[config.mk]
export PLATFORM = sky130hd
export DESIGN_NAME = gray_conv_arbiter
export DESIGN_NICKNAME = d
export VERILOG_FILES = /design/src/rtl/gray_pkg.sv /design/src/rtl/gray_converter.sv /design/src/rtl/gray_conv_arbiter.sv
export SDC_FILE = /design/constraint.sdc
export NUM_CORES = 1
export LEC_CHECK = 0
export BUFFER_PORTS_ARGS = -buffer_cell sky130_fd_sc_hd__buf_2
export CORE_UTILIZATION = 29
export DETAILED_ROUTE_END_ITERATION = 12
export PLACE_DENSITY = 0.61
export SLEW_MARGIN = 20
export SYNTH_ARGS = -nofsm -noshare
export SYNTH_HDL_FRONTEND = slang
export SYNTH_HIERARCHICAL = 1
export SYNTH_SLANG_ARGS = --single-unit
[constraint.sdc]
create_clock -name clk -period 6.23 [get_ports clk]
set_input_delay 1.869 -clock clk [delete_from_list [all_inputs] [get_ports clk]]
set_output_delay 1.869 -clock clk [all_outputs]
set_load 0.05 [all_outputs]
[src/rtl/gray_pkg.sv]
// Shared definitions for the Gray-conversion arbiter.
//   state_t       : arbiter FSM state encoding
//   default_width : default operand / Gray result width
//   default_nreq  : default number of requesters
//   count_w       : width of the completed-response counter
package gray_pkg;

  localparam int unsigned default_width = 3;
  localparam int unsigned default_nreq  = 4;
  localparam int unsigned count_w       = 16;

  typedef enum logic {
    IDLE = 1'b0,
    RESP = 1'b1
  } state_t;

endpackage

[src/rtl/gray_converter.sv]
// Combinational binary-to-Gray converter.
//   bin    : binary operand
//   gray_c : Gray code of bin (MSB passes through unchanged)
module gray_converter #(
  parameter int unsigned width = 3
) (
  input  logic [width-1:0] bin,
  output logic [width-1:0] gray_c
);

  // Shifting in a zero leaves the MSB untouched by the XOR.
  assign gray_c = bin ^ (bin >> 1);

endmodule

[src/rtl/gray_conv_arbiter.sv]
// Round-robin arbiter that accepts one binary operand at a time from nreq
// requesters and returns its Gray code with the index of the served requester.
//   clk, rst_n : clock, asynchronous active-low reset
//   req_valid  : per-requester request valid
//   req_bin    : per-requester binary operand
//   req_ready  : per-requester accept strobe (combinational, one-hot or zero)
//   rsp_valid  : response valid, held until rsp_ready
//   rsp_ready  : response consumer ready
//   rsp_gray   : Gray code of the accepted operand
//   rsp_id     : index of the served requester
//   conv_count : saturating count of completed responses
//   busy       : high while a response is pending
module gray_conv_arbiter
  import gray_pkg::*;
#(
  parameter  int unsigned width = default_width,
  parameter  int unsigned nreq  = default_nreq,
  localparam int unsigned idw   = (nreq > 1) ? $clog2(nreq) : 1
) (
  input  logic                        clk,
  input  logic                        rst_n,
  input  logic [nreq-1:0]             req_valid,
  input  logic [nreq-1:0][width-1:0]  req_bin,
  output logic [nreq-1:0]             req_ready,
  output logic                        rsp_valid,
  input  logic                        rsp_ready,
  output logic [width-1:0]            rsp_gray,
  output logic [idw-1:0]              rsp_id,
  output logic [count_w-1:0]          conv_count,
  output logic                        busy
);

  localparam logic [count_w-1:0] count_max = '1;

  state_t           state_q;
  state_t           state_d;
  logic [idw-1:0]   last_grant_q;
  logic [width-1:0] operand_q;
  logic [idw-1:0]   cand_c;
  logic [idw-1:0]   grant_idx_c;
  logic             grant_found_c;
  logic             accept_c;
  logic             handshake_c;

  // Round-robin pick: first valid index scanning up from last_grant+1 with wrap.
  always_comb begin
    cand_c        = '0;
    grant_idx_c   = '0;
    grant_found_c = 1'b0;
    for (int unsigned k = 1; k <= nreq; k++) begin
      cand_c = idw'((32'(last_grant_q) + k) % nreq);
      if (!grant_found_c && req_valid[cand_c]) begin
        grant_found_c = 1'b1;
        grant_idx_c   = cand_c;
      end
    end
  end

  // Next-state and strobe decode; req_ready is gated by rst_n so it stays low in reset.
  always_comb begin
    state_d     = state_q;
    req_ready   = '0;
    accept_c    = 1'b0;
    handshake_c = 1'b0;
    case (state_q)
      IDLE: begin
        if (rst_n && grant_found_c) begin
          req_ready[grant_idx_c] = 1'b1;
          accept_c               = 1'b1;
          state_d                = RESP;
        end
      end
      RESP: begin
        if (rsp_ready) begin
          handshake_c = 1'b1;
          state_d     = IDLE;
        end
      end
      default: state_d = IDLE;
    endcase
  end

  // State register.
  always_ff @(posedge clk or negedge rst_n) begin
    if (!rst_n) begin
      state_q <= IDLE;
    end else begin
      state_q <= state_d;
    end
  end

  // Captured request, response flags, pointer and completion counter.
  always_ff @(posedge clk or negedge rst_n) begin
    if (!rst_n) begin
      last_grant_q <= idw'(nreq - 1);
      operand_q    <= '0;
      rsp_id       <= '0;
      rsp_valid    <= 1'b0;
      busy         <= 1'b0;
      conv_count   <= '0;
    end else begin
      if (accept_c) begin
        operand_q    <= req_bin[grant_idx_c];
        rsp_id       <= grant_idx_c;
        last_grant_q <= grant_idx_c;
        rsp_valid    <= 1'b1;
        busy         <= 1'b1;
      end
      if (handshake_c) begin
        rsp_valid <= 1'b0;
        busy      <= 1'b0;
        if (conv_count != count_max) begin
          conv_count <= conv_count + count_w'(1);
        end
      end
    end
  end

  // Gray result derived from the captured operand only, so it is stable in RESP.
  gray_converter #(
    .width (width)
  ) u_gray_converter (
    .bin    (operand_q),
    .gray_c (rsp_gray)
  );

endmodule

# Yosys cells after proc, flatten, opt, wreduce, memory -nomap -nowiden
# Index checks and enable logic that the tools add are counted.
# totals
inputBits	19
ff_bits	25
elab_cells	60
out_inout_bits	27
# op_classes
mux	30
n_lt_le_gt_ge	6
add_sub_neg	5
bitwise_logic	2
n_reduce_logical	10
n_eq_ne	1
# op_table
operator	n
16-bit by 1-bit adder with 16-bit output, second input constant	1
1-bit 2-to-1 mux	16
16-bit != test, second input constant	1
2-bit by 3-bit less-than comparator with 1-bit output, second input constant	5
1-bit binary-select mux with 2-bit select	4
2-bit 2-to-1 mux	4
4-bit 2-to-1 mux	2
3-bit binary-select mux with 2-bit select	1
1-bit logical AND	5
2-bit by 1-bit adder with 2-bit output, second input constant	2
2-bit adder, second input constant	2
1-bit logical NOT	3
3-bit 2-to-1 mux	1
3-bit by 2-bit XOR with 3-bit output	1
1-bit demux with 2-bit select	1
2-bit by 1-bit greater-or-equal comparator with 1-bit output, second input constant	1
1-bit one-hot mux with 2 select lines	1
2-bit AND reduction	1
2-bit nonzero test	1
1-bit NOT	1

# Longest topological paths before layout
# Gate-level depths: netlist of the first run.
# depth
depth_word	19
ltp_mapped	6
ltp_nobuf	6

# Cells and area by module
# The synthesis of the first run kept the hierarchy.
# modules_own_cells
mod	instances	seq_area_each_um2	area_each_um2	cells_per_inst
gray_conv_arbiter	1	628.1	1383.8	141
gray_converter	1	0.0	25.0	3

# Worst setup path before layout of the first run
# OpenSTA, ideal clock, no wires.
# synth_path
kind	input to output
from	input req_valid[2]
to	output req_ready[1]
setup_slack_ns	0.907
required_ns	4.361
n_path_buf	0
cell_stages	4
arrival_time_ns	3.454
path_cell_list	nand2b_1 -> o22ai_1 -> a21oi_1 -> nor3_1
# synth_via
elab_chain_len	18
elab_cells_between_ends	30
cone_classes	order compare (2); mux (20); reduce/logical (8)
# synth_rtl
element	line_no	rtl
start: declaration	gray_conv_arbiter.sv:22	input logic [nreq-1:0] req_valid,
1-bit binary-select mux with 2-bit select	gray_conv_arbiter.sv:52	if (!grant_found_c && req_valid[cand_c]) begin
1-bit 2-to-1 mux (not written as such)	gray_conv_arbiter.sv:52	
1-bit 2-to-1 mux	gray_conv_arbiter.sv:52	
1-bit logical NOT	gray_conv_arbiter.sv:52	
1-bit logical AND	gray_conv_arbiter.sv:52	
1-bit 2-to-1 mux	gray_conv_arbiter.sv:52	
1-bit logical NOT	gray_conv_arbiter.sv:52	
1-bit logical AND	gray_conv_arbiter.sv:52	
[... 2 more ...]	n/a	
1-bit logical AND	gray_conv_arbiter.sv:52	
2-bit 2-to-1 mux	gray_conv_arbiter.sv:52	
2-bit by 3-bit less-than comparator with 1-bit output (not written as such) or 2-bit by 1-bit greater-or-equal comparator with 1-bit output (tied branches)	gray_conv_arbiter.sv:68	req_ready[grant_idx_c] = 1'b1;
1-bit logical AND (not written as such)	gray_conv_arbiter.sv:68	
1-bit 2-to-1 mux (not written as such)	gray_conv_arbiter.sv:68	
1-bit demux with 2-bit select	gray_conv_arbiter.sv:68	
4-bit 2-to-1 mux (*)	gray_conv_arbiter.sv:67	if (rst_n && grant_found_c) begin
4-bit 2-to-1 mux (*)	gray_conv_arbiter.sv:65	case (state_q)
end: declaration	gray_conv_arbiter.sv:24	output logic [nreq-1:0] req_ready,
# Mark *: on every way between the ends. The rest lies on a longest branch, timed or not. The select of a mux whose other input is x is not followed.

# Worst setup path in the final report of the first run
# layout_path
from	input req_valid[1]
to	output req_ready[2]
# Same word-level chain as after synthesis.

==> flow_summary.ini, run 1 <==
[timing]
slew_headroom_pct = 60.3
rsz0062_at_grt = no
finalHoldViolations = 0
period_needed_ns = 5.17
fmax_mhz = 193
holdWs_ns = 0.484
period_share_pct = 83.0
setup_viol = 0
worst_slack_ns = 1.06
worstMarginPinSlew_ns = 0.594
clock_skew_ns = 0.00332
slew_violations = 0
setup_tns_ns = 0

[synthesis]
syn_area_sq_um = 1410
yosysSeqAreaShare_pct = 44.6
yosys.area.top_type = dfrtp_1
syn-num-nets = 164
ys_warn_count = 6
synth_top_area_share_pct = 40.9
netlist_instances = 144
ys_ff_latch = 25
ys_top_cells_by_area = dfrtp_1, xnor2_1, nand3_1
synth_area_per_cell_sq_um = 9.78
synth.distinct_cells = 39

[flow_run]
cap_viol_max_count = 0

[final_layout]
layout-drive-gt1-share_pct = 33.9
layout.nets = 210
stdcell_area_sq_um = 1730
n_antenna_cell = 0
syn_to_final_growth_pct = 22.6

[grt]
antenna_found_initial = 0
overflow = 0
grt_pass1_wl_um = 4850
grt_start_max_net_pins = 26
grt_usage_pct = 12.3
grt_pass1_vias = 1055

[critical_path]
slowest_stage = or4_1
r2r-start = last_grant_q[1]$_DFFE_PN1P_
crit_chain = buf_2, or4_1, and2_4, and3_1, buf_2
startpoint = req_valid[1]
cp_common_cell = buf_2
cp.arrival_ns = 3.30
max_stage_delay_ns = 0.68
end_kind = output port
required_ns = 4.36
cp_max_fo = 8
startpoint_type = primary input
crit_type = primary input to output port

[routing]
drt_wl_total_um = 3030
vias = 1152
routedWlPerCell_um = 12.6
dr.pass1.iters = 4
ant_nets = 0
drc_errors = 0
via_per_inst = 4.78
drt-initial-drc-count = 19

[clock_network]
cts_sinks = 25
cts_setup_buffers = 0
cts_tree = built
ctsResizeCount = 0
path_clk_slew_ns = 0.10
ctsRootBufferMaster = clkbuf_8
cts_hold_buf = 0
cts_max_path_buffers = 2
cts_buffers = 3
h-tree-depth = 1
clk_latency_ns = 0.27

[worst_hold_path]
hold_path.class = flip-flop to flip-flop
hp-start = rsp_id[1]$_DFFE_PN0P_

[pwr]
power_leakage_nw = 0.860
p_per_area_nw_per_um2 = 402
power_uw = 694
peakVddDrop_mv = 0.201

[outcome]
status = finished clean

[floorplan]
die_area_sq_um = 5140
core_sq_um = 4500
num_io_pins = 46
rows = 24
die_y_um = 71.7
initial_core_util_pct = 31.3
die_x_um = 71.7

[placement]
hpwlAfterDp_um = 2350
io_buffers = 45
placed_area_sq_um = 1680
place.gp.congestion = 0.844
dp_slack_ns = 1.06
cell families (layout without fill, tap and decap cells):
kind of cell	after synthesis	in the layout	share of synthesized area, %
and+or+nand+nor	61	61	23.6
DFF	25	25	44.6
AOI/OAI and AO/OA	22	22	11.2
xor gates and xnor gates	17	17	10.6
buffers and inverters	10	55	3.37
muxes	8	8	5.77
adders and majority gates	1	1	0.888
worst max-delay path, delay by kind of cell:
kind          cells  cell delay, ns
simple gates      3            1.11
buf+inv           2            0.33
stage by stage:
stage | instances | utilization, %
final | 241 | 38.4
after floorplan | 144 | -
after CTS | 241 | 38.4
after detailed placement | 237 | 37.3
after global routing | 241 | 38.4
after global placement | 237 | 37.3
path summary, 6_finish.rpt:
| kind | end | cells after the start | slack (ns) |
|---|---|---|---|
| worst min register to register | rsp_id[1]$_DFFE_PN0P_ | 2 | 0.48 |
| worst min-delay path | rsp_id[1]$_DFFE_PN0P_ | 2 | 0.48 |
| worst max register to register | operand_q[0]$_DFFE_PN0P_ | 5 | 4.44 |
| max in group asynchronous | last_grant_q[1]$_DFFE_PN1P_ | 2 | 4.36 |
| min in group asynchronous | conv_count[2]$_DFFE_PN0P_ | 2 | 1.58 |
| worst max-delay path | req_ready[2] | 5 | 1.06 |
layer usage:
layer | wire length (um) | track usage, %
met2 | 1410 | 19.1
met3 | 106 | 1.97
met5 | 0 | 0
met4 | 59 | 6.10
met1 | 1450 | 16.6
cells in the final DEF (no fill, tap or decap), drive strengths merged:
master and instances:
clkbuf 3, a31oi 2, a21oi 8, and3 6
xnor2 12, nand4 2, xor2 5, dfrtp 23
o22ai 1, and4 1, nor2 6, nand2b 1
mux2 1, o21bai 1, nor2b 3, nor3 1
nand3 19, buf 46, or2 2, ha 1
o21a 2, o21ai 4, o211ai 3, or4 1
mux2i 7, a21boi 1, dfstp 2, nand2 16
and2 3, inv 6
cell type report:
class	count	area [sq um]
timing repair buffer	46	233
sequential	25	628
inverter	5	18.8
fill	476	2780
multi-input combinational	109	733
clock buffer	3	41.3
clock inverter	1	8.76
tap	52	65.1
cell usage after synthesis:
cell type and count:
o21a_1 2, a21boi_2 1, or4_1 1, inv_1 5, nand2_4 2, nand3_1 19
and2_4 2, and2_1 1, nor2_1 6, a31oi_1 1, ha_1 1, dfstp_2 2
buf_2 2, a31oi_4 1, a21oi_2 1, and3_1 5, o21ai_0 2, mux2_2 1
dfrtp_1 23, or2_1 1, nand4_1 2, clkbuf_1 1, nand2_1 13, nand2b_1 1
o21bai_2 1, xor2_1 5, and4_1 1, xnor2_1 12, mux2i_1 7, o22ai_1 1
o211ai_1 3, nor2b_1 3, nor3_1 1, or2_2 1, a21oi_1 7, and3_4 1
nand2_2 1, buf_4 2, o21ai_1 2
where the power goes:
group / total [mW] / switching (mW) / internal (mW)
Sequential: 0.247 / 0.0411 / 0.206
Combinational: 0.344 / 0.250 / 0.0938
Clock: 0.103 / 0.0562 / 0.0469
Total: 0.694 / 0.348 / 0.347
flip-flops by register name (all words and copies together), names as in the netlist:
name and cells:
busy 1, conv_count 16, operand_q 3, state_q 1, last_grant_q 2, rsp_id 2
No activity file was read; power rests on OpenSTA's default activity.
==> inputs of run 2 (changes only) <==
clock period = 5.1 ns   (was 6.23 ns; I/O delays follow)
==> flow_summary.ini, run 2 (synthesis results as in run 1) <==
[clock_network]
cts_tree = built
ctsRootBufferMaster = clkbuf_8
path_clk_slew_ns = 0.09
cts_buffers = 3
cts_hold_buf = 0
cts_max_path_buffers = 2
cts_sinks = 25
clk_latency_ns = 0.27
ctsResizeCount = 0
h-tree-depth = 1
cts_setup_buffers = 0

[timing]
clock_skew_ns = 0.00656
finalHoldViolations = 0
period_share_pct = 88.5
setup_tns_ns = 0
rsz0062_at_grt = no
fmax_mhz = 222
slew_headroom_pct = 59.3
slew_violations = 0
worstMarginPinSlew_ns = 0.607
setup_viol = 0
period_needed_ns = 4.51
holdWs_ns = 0.478

[critical_path]
cp_max_fo = 8
crit_type = primary input to output port
crit_chain = buf_2, or4_1, and2_4, and3_1, buf_2
cp_num_buf_inv = 2
slowest_stage = or4_1
required_ns = 3.57
cp_common_cell = buf_2
startpoint_type = primary input
path_delay_family = simple AND/OR/NAND/NOR gates
cp.arrival_ns = 2.98
end_kind = output port
max_stage_delay_ns = 0.67

[floorplan]
die_x_um = 71.7
num_io_pins = 46
die_area_sq_um = 5140
core_sq_um = 4500
rows = 24
die_y_um = 71.7
initial_core_util_pct = 31.3

[placement]
hpwlAfterDp_um = 2330
io_buffers = 45
place.gp.congestion = 0.816

[final_layout]
final-seq-area_sq_um = 628
syn_to_final_growth_pct = 22.6
final_util_pct = 38.3
multi_input_area_sq_um = 733
layout_commonest_cell = buf_2
layout-drive-gt1-share_pct = 33.9
n_antenna_cell = 0
fillers = 478
layout_common_cells = buf_2, dfrtp_1, nand3_1, nand2_1, xnor2_1
top_register = conv_count
layout.nets = 210
top_regs = conv_count (16), operand_q (3)
largest_reg_flops = 16

[grt]
grt_pass1_wl_um = 5100
grt_start_max_net_pins = 26
antenna_found_initial = 0
grt_usage_pct = 12.5
overflow = 0
grt_pass1_vias = 1119

[pwr]
power.internal_uw = 422
power_leakage_nw = 0.856
seq_power_share_pct = 35.9
comb_power_share_pct = 49.8
p_sw_uw = 423
p_clk_share_pct = 14.3
power_uw = 844
swShare_pct = 50.1
peakVddDrop_mv = 0.208
p_per_area_nw_per_um2 = 489

[routing]
drc_errors = 0
ant_nets = 0
drt_wl_total_um = 3030
dr.pass1.iters = 4
via_per_inst = 4.73
routedWlPerCell_um = 12.6
drt-initial-drc-count = 29
vias = 1140

[worst_hold_path]
hold_path.class = flip-flop to flip-flop

[flow_run]
cap_viol_max_count = 0

[outcome]
status = finished clean
==> run 2: cell type report <==
| class | count | share of cell area [%] |
|---|---|---|
| timing repair buffer | 46 | 13.5 |
| multi-input combinational | 109 | 42.5 |
| sequential | 25 | 36.4 |
| clock buffer | 3 | 2.39 |
| clock inverter | 1 | 0.435 |
| tap | 52 | 3.77 |
| inverter | 5 | 1.09 |
==> run 2: metrics by stage <==
step	cell area [sq um]	setup WS [ns]	instances
global route	1730	0.545	241
floorplan	1410	0.455	144
CTS	1730	0.588	241
finish	1730	0.588	241
global placement	1680	0.598	237
detailed placement	1680	0.588	237
==> run 2: power groups by stage <==
stage,combinational (mW),clock [mW],sequential [mW]
final,0.420,0.121,0.303
after global routing,0.447,0.137,0.313
after CTS,0.424,0.127,0.304
after detailed placement,0.422,0,0.307
after global placement,0.421,0,0.307
after floorplan,0.237,0,0.399
==> run 2: per-layer routing <==
metal,vias up,part of all wire [%],global-route usage [%]
met5,-,0,0
met4,0,1.1,5.23
met3,2,3.8,1.69
met2,27,44,19.3
met1,526,51,17.7
li1,585,-,-
==> run 2: worst paths after layout <==
kind	from	end	depth (start not counted)	slack, ns
max in group asynchronous	rst_n	last_grant_q[1]$_DFFE_PN1P_	2	3.56
max reg2reg	last_grant_q[1]$_DFFE_PN1P_	operand_q[0]$_DFFE_PN0P_	5	3.29
min reg2reg	rsp_id[1]$_DFFE_PN0P_	rsp_id[1]$_DFFE_PN0P_	2	0.48
max	req_valid[1]	req_ready[2]	5	0.59
min	rsp_id[1]$_DFFE_PN0P_	rsp_id[1]$_DFFE_PN0P_	2	0.48
min in group asynchronous	rst_n	conv_count[3]$_DFFE_PN0P_	2	1.24
==> run 2: tightest hold or removal path, delay by kind of cell, from the launching register on <==
kind             cells  cell delay [ns]
flip-flops           1             0.35
AND/OR/NAND/NOR      2             0.10
